$ cat config.mk
export PLATFORM = sky130hd
export DESIGN_NAME = fir_stream_source
export DESIGN_NICKNAME = d
export VERILOG_FILES = /design/src/rtl/fir_stream_source.sv
export SDC_FILE = /design/constraint.sdc
export NUM_CORES = 1
export LEC_CHECK = 0
export CAP_MARGIN = 20
export CORE_MARGIN = 2
export CORE_UTILIZATION = 25
export CTS_CLUSTER_SIZE = 8
export DETAILED_ROUTE_END_ITERATION = 12
export PLACE_DENSITY = 0.38
export SYNTH_ARGS = -nofsm -noshare
export SYNTH_HDL_FRONTEND = slang
export SYNTH_SLANG_ARGS = --single-unit
$ cat constraint.sdc
create_clock -name clk -period 7.1 [get_ports clk]
set_input_delay 2.13 -clock clk [delete_from_list [all_inputs] [get_ports clk]]
set_output_delay 2.13 -clock clk [all_outputs]
set_load 0.02 [all_outputs]
$ cat src/rtl/fir_stream_source.sv
// fir_stream_source: AXI-Stream master replaying a host-loaded sample buffer as tlast-delimited frames
module fir_stream_source #(
    parameter int AXI_BITWIDTH = 32,
    parameter int BITWIDTH     = 16,
    parameter int FRACT        = 15,
    parameter int ADDR_WIDTH   = 6
) (
    input  logic                    clk,
    input  logic                    rstn,
    input  logic                    wr_en,
    input  logic [ADDR_WIDTH-1:0]   wr_addr,
    input  logic [BITWIDTH-1:0]     wr_data,
    input  logic                    start,
    input  logic                    stop,
    input  logic [ADDR_WIDTH-1:0]   frame_last,
    input  logic [7:0]              num_frames,
    output logic                    busy,
    output logic                    done,
    output logic [AXI_BITWIDTH-1:0] m_axis_tdata,
    output logic                    m_axis_tvalid,
    input  logic                    m_axis_tready,
    output logic                    m_axis_tlast
);
    typedef enum logic [1:0] {IDLE, FETCH, STREAM, DONE} state_t;
    state_t state_q, state_d;
    logic [BITWIDTH-1:0] mem [2**ADDR_WIDTH];
    logic [BITWIDTH-1:0] rd_q;
    logic [ADDR_WIDTH-1:0] ptr_q, ptr_d, last_q;
    logic [7:0] cnt_q, cnt_d, nf_q;
    logic stop_q, stop_d, eof;

    if (FRACT >= BITWIDTH) begin : g_fract_range
        $error("FRACT must leave room for the sign bit");
    end

    assign eof = ptr_q == last_q;
    assign busy = state_q != IDLE;
    assign done = state_q == DONE;
    assign m_axis_tvalid = state_q == STREAM;
    assign m_axis_tlast = m_axis_tvalid && eof;
    assign m_axis_tdata = {{(AXI_BITWIDTH-BITWIDTH){rd_q[BITWIDTH-1]}}, rd_q};

    always_comb begin
        state_d = state_q;
        ptr_d = ptr_q;
        cnt_d = cnt_q;
        stop_d = state_q == IDLE ? 1'b0 : stop_q | (stop && state_q != DONE);
        case (state_q)
            IDLE: if (start) begin
                state_d = FETCH;
                ptr_d = '0;
                cnt_d = '0;
            end
            FETCH: state_d = STREAM;
            STREAM: if (m_axis_tready) begin
                ptr_d = eof ? '0 : ptr_q + 1'b1;
                cnt_d = eof ? cnt_q + 8'd1 : cnt_q;
                state_d = eof && ((nf_q != '0 && cnt_d == nf_q) || stop_q || stop) ? DONE : STREAM;
            end
            default: state_d = IDLE;
        endcase
    end

    // ptr_d is the address of the beat that will be presented after this edge
    always_ff @(posedge clk) begin
        if (wr_en && !busy) mem[wr_addr] <= wr_data;
    end

    always_ff @(posedge clk) begin
        if (rstn) begin
            state_q <= IDLE;
            ptr_q <= '0;
            cnt_q <= '0;
            stop_q <= 1'b0;
            rd_q <= '0;
            last_q <= '0;
            nf_q <= '0;
        end else begin
            state_q <= state_d;
            ptr_q <= ptr_d;
            cnt_q <= cnt_d;
            stop_q <= stop_d;
            rd_q <= mem[ptr_d];
            last_q <= state_q == IDLE && start ? frame_last : last_q;
            nf_q <= state_q == IDLE && start ? num_frames : nf_q;
        end
    end
endmodule

==> results.sh <==
export IMPL_drt_iter0_drc=2322
export IMPL_synth_top_area_share=0.7129
export IMPL_layout_drive_gt1_share=0.1399
export IMPL_fmax_mhz=177.7
export IMPL_num_vias=25740
export IMPL_cts_buffers=152
export IMPL_h_tree_depth=4
export IMPL_fin_ws_ps=1471
export IMPL_setup_violations=0
export IMPL_status="completed"
export IMPL_synth_top_cells_by_count="edfxtp_1 (1024), nand2_1 (484), mux2i_1 (210)"
export IMPL_rsz0062_at_grt="false"
export IMPL_clk_pin_slew_ps=50
export IMPL_cts_root_buffer="clkbuf_16"
export IMPL_clk_path_buf_depth=3
export IMPL_path_cells="clkdlybuf4s50_1 > nor2b_4 > or3_4 > nand2_4 > and2_4 > buf_4 > mux2i_1 > a211oi_1 > buf_4 > nor4b_1 > buf_4 > o32ai_1"
export IMPL_synth_most_common_cell="edfxtp_1"
export IMPL_viasPerCell=4.690
export IMPL_timing_final_crit_share=0.7928
export IMPL_cp_max_fo=21
export IMPL_final_setup_tns_ps=0
export IMPL_fp_dieH_um=419.4
export IMPL_synth_seq_cells=1071
export IMPL_worstPathArrival_ps=6250
export IMPL_multi_input_area_sq_um=10370
export IMPL_synthCells=2913
export IMPL_p_leak_uw=0.01674
export IMPL_area_growth_pct=19.74
export IMPL_syn_area_per_cell_sq_um=14.81
export IMPL_worst_pin_slew_ps=1103
export IMPL_power_density_nw_per_um2=296.2
export IMPL_cts_hold_buffers_added=0
export IMPL_rr_endpoint="rd_q[15]"
export IMPL_synth_edf_count=1024
export IMPL_max_slew_margin_rel=0.2644
export IMPL_worstHoldStart="last_q[2]"
export IMPL_seqCellArea_sq_um=31690
export IMPL_critical_path_class="input port to flip-flop"
export IMPL_synth_seq_area_share=0.7347
export IMPL_cts_sinks=1071
export IMPL_antenna_found_initial=5
export IMPL_synth_cell_types=56
export IMPL_critPathCapture="rd_q[15]"
export IMPL_synth_area_leader_cell="edfxtp_1"
export IMPL_slew_viol_final=0
export IMPL_critical_path_slowest_cell="nor4b_1"
export IMPL_grt_pass1_wl_um=201800
export IMPL_critPathMaxStageDelay_ps=830
export IMPL_grt_ovfl_total=0
export IMPL_fp_dieW_um=419.4
export IMPL_hpwl_um=85290
export IMPL_yosysWarningCount=0
export IMPL_dieArea_sq_um=175900
export IMPL_max_cap_viol_count=0
export IMPL_numPortBuffers=77
export IMPL_floorplan_rows=152
export IMPL_drc=0
export IMPL_yosys_top_cells_area="edfxtp_1 (71%), mux2i_1 (4.9%), nand2_1 (4.2%), a211oi_1 (2.6%), dfxtp_1 (2.2%)"
export IMPL_firstDrtPassIters=5
export IMPL_cts_tree="built"
export IMPL_gp_congestion=0.7599
export IMPL_end_kind="flip-flop"
export IMPL_postRouteAntennaNets=0
export IMPL_coreArea_sq_um=171500
export IMPL_start_kind="input port"
export IMPL_postCtsResizedCells=0
export IMPL_syn_area_sq_um=43140
export IMPL_critPathLaunch="m_axis_tready"
export IMPL_final_hold_violation_count=0
export IMPL_clock_skew_ps=49.66
export IMPL_async_flop_share=0
export IMPL_syn_num_nets=2961
export IMPL_required_ps=7720
export IMPL_drt_total_wl_um=144100
export IMPL_ir_drop_uv=220.2
export IMPL_grt_pass1_vias=25230
export IMPL_grt_use_total=0.1624
export IMPL_regToRegSetupSlack_ps=2410
export IMPL_min_path_type="flip-flop to flip-flop"
export IMPL_nFillCells=17230
export IMPL_post_cts_buffers=0
export IMPL_finalWorstPathRequiredPeriod_ps=5629
export IMPL_grt_max_degree=102
export IMPL_pre_cts_slack_ps=633.2
export IMPL_crit_path_frequent_cell="buf_4"
export IMPL_synth_ff_type="edfxtp_1"
export IMPL_rr_worst_depth=13
export IMPL_num_io_pins=78
export IMPL_reg2reg_from="state_q[0]"
export IMPL_start_util=0.2515
export IMPL_fin_nets=3151
export IMPL_clk_latency_ps=780
export IMPL_post_drt_wl_per_cell_um=26.25
## per-stage QoR
step	hold WS [ps]	instance area, sq um	power (uW)	cells	util
6_report	474.4	51650	15300	5489	0.3011
5_1_grt	497.7	51640	15830	5484	0.3010
4_1_cts	477.3	51550	15520	5479	0.3005
3_5_place_dp	470.9	47260	8739	5254	0.2755
3_3_place_gp	470.8	47040	8738	5241	0.2742
2_1_floorplan	448.8	43140	8028	2913	-
## cells in the final DEF, fill, tap and decap left out, drive strengths merged, types with 19 or more instances in the layout
| master | synthesis | final |
|---|---|---|
| and3 | 118 | 118 |
| mux2 | 19 | 19 |
| edfxtp | 1024 | 1024 |
| nand2 | 485 | 485 |
| dfxtp | 47 | 47 |
| nor2 | 92 | 92 |
| clkbuf | 118 | 212 |
| a31oi | 63 | 63 |
| a21oi | 45 | 45 |
| o32ai | 19 | 19 |
| clkdlybuf4s50 | 0 | 61 |
| nor3 | 24 | 24 |
| o221ai | 32 | 32 |
| a211oi | 148 | 148 |
| buf | 102 | 195 |
| nand3 | 173 | 173 |
| a311o | 30 | 30 |
| a311oi | 19 | 19 |
| mux2i | 210 | 210 |
## worst max-delay path: cells and delay by family
| family | cells | cell delay (ps) |
|---|---|---|
| muxes | 1 | 230 |
| AOI/OAI and AO/OA | 2 | 140 |
| buffers and inverters | 4 | 1580 |
| and+or+nand+nor | 5 | 2100 |
## how the worst min path moves through the flow
stage	end	slack, ps	cells after the start
floorplan	last_q[0]	450	2
CTS	last_q[2]	480	2
global placement	last_q[0]	470	2
global route	last_q[2]	500	2
detailed placement	last_q[0]	470	2
finish	last_q[2]	470	2
## sequential cells by signal, indices dropped and copies added, names as in the netlist
signal and flops:
mem 1024, nf_q 8, last_q 6, state_q 2, rd_q 16, cnt_q 8
stop_q 1, ptr_q 6
## report_power, final
group          switching (uW)  internal, uW  leakage (uW)
registers                52.3          7010       0.00959
clock network            2750          3970       0.00207
logic                    1030           489       0.00508
total                    3830         11500        0.0167
## kinds of logic (layout without fill, tap and decap cells)
group	Yosys count	after routing	synth area share
other	0	5	0
xor gates and xnor gates	17	17	0.003452
adders and majority gates	6	6	0.001740
AOI/OAI and AO/OA	409	409	0.07139
DFF	1071	1071	0.7347
and+or+nand+nor	940	940	0.09900
muxes	244	244	0.06152
buffers and inverters	226	487	0.02822
## per-layer routing
metal / GRT usage / part of all wire / up-vias
met3: 0.02710 / 0.045 / 176
met1: 0.2240 / 0.46 / 13340
li1: - / - / 11630
met5: 0 / 0 / -
met2: 0.2625 / 0.47 / 598
met4: 0.04554 / 0.023 / 0
## layout make-up
| class | instances | area share |
|---|---|---|
| antenna | 5 | 0.0002422 |
| clock buffer | 212 | 0.07924 |
| clock inverter | 13 | 0.003973 |
| inverter | 6 | 0.0004360 |
| multi-input combinational | 1616 | 0.2008 |
| sequential | 1071 | 0.6136 |
| tap | 2310 | 0.05596 |
| timing repair buffer | 256 | 0.04581 |
(Power assumes the default switching activity.)
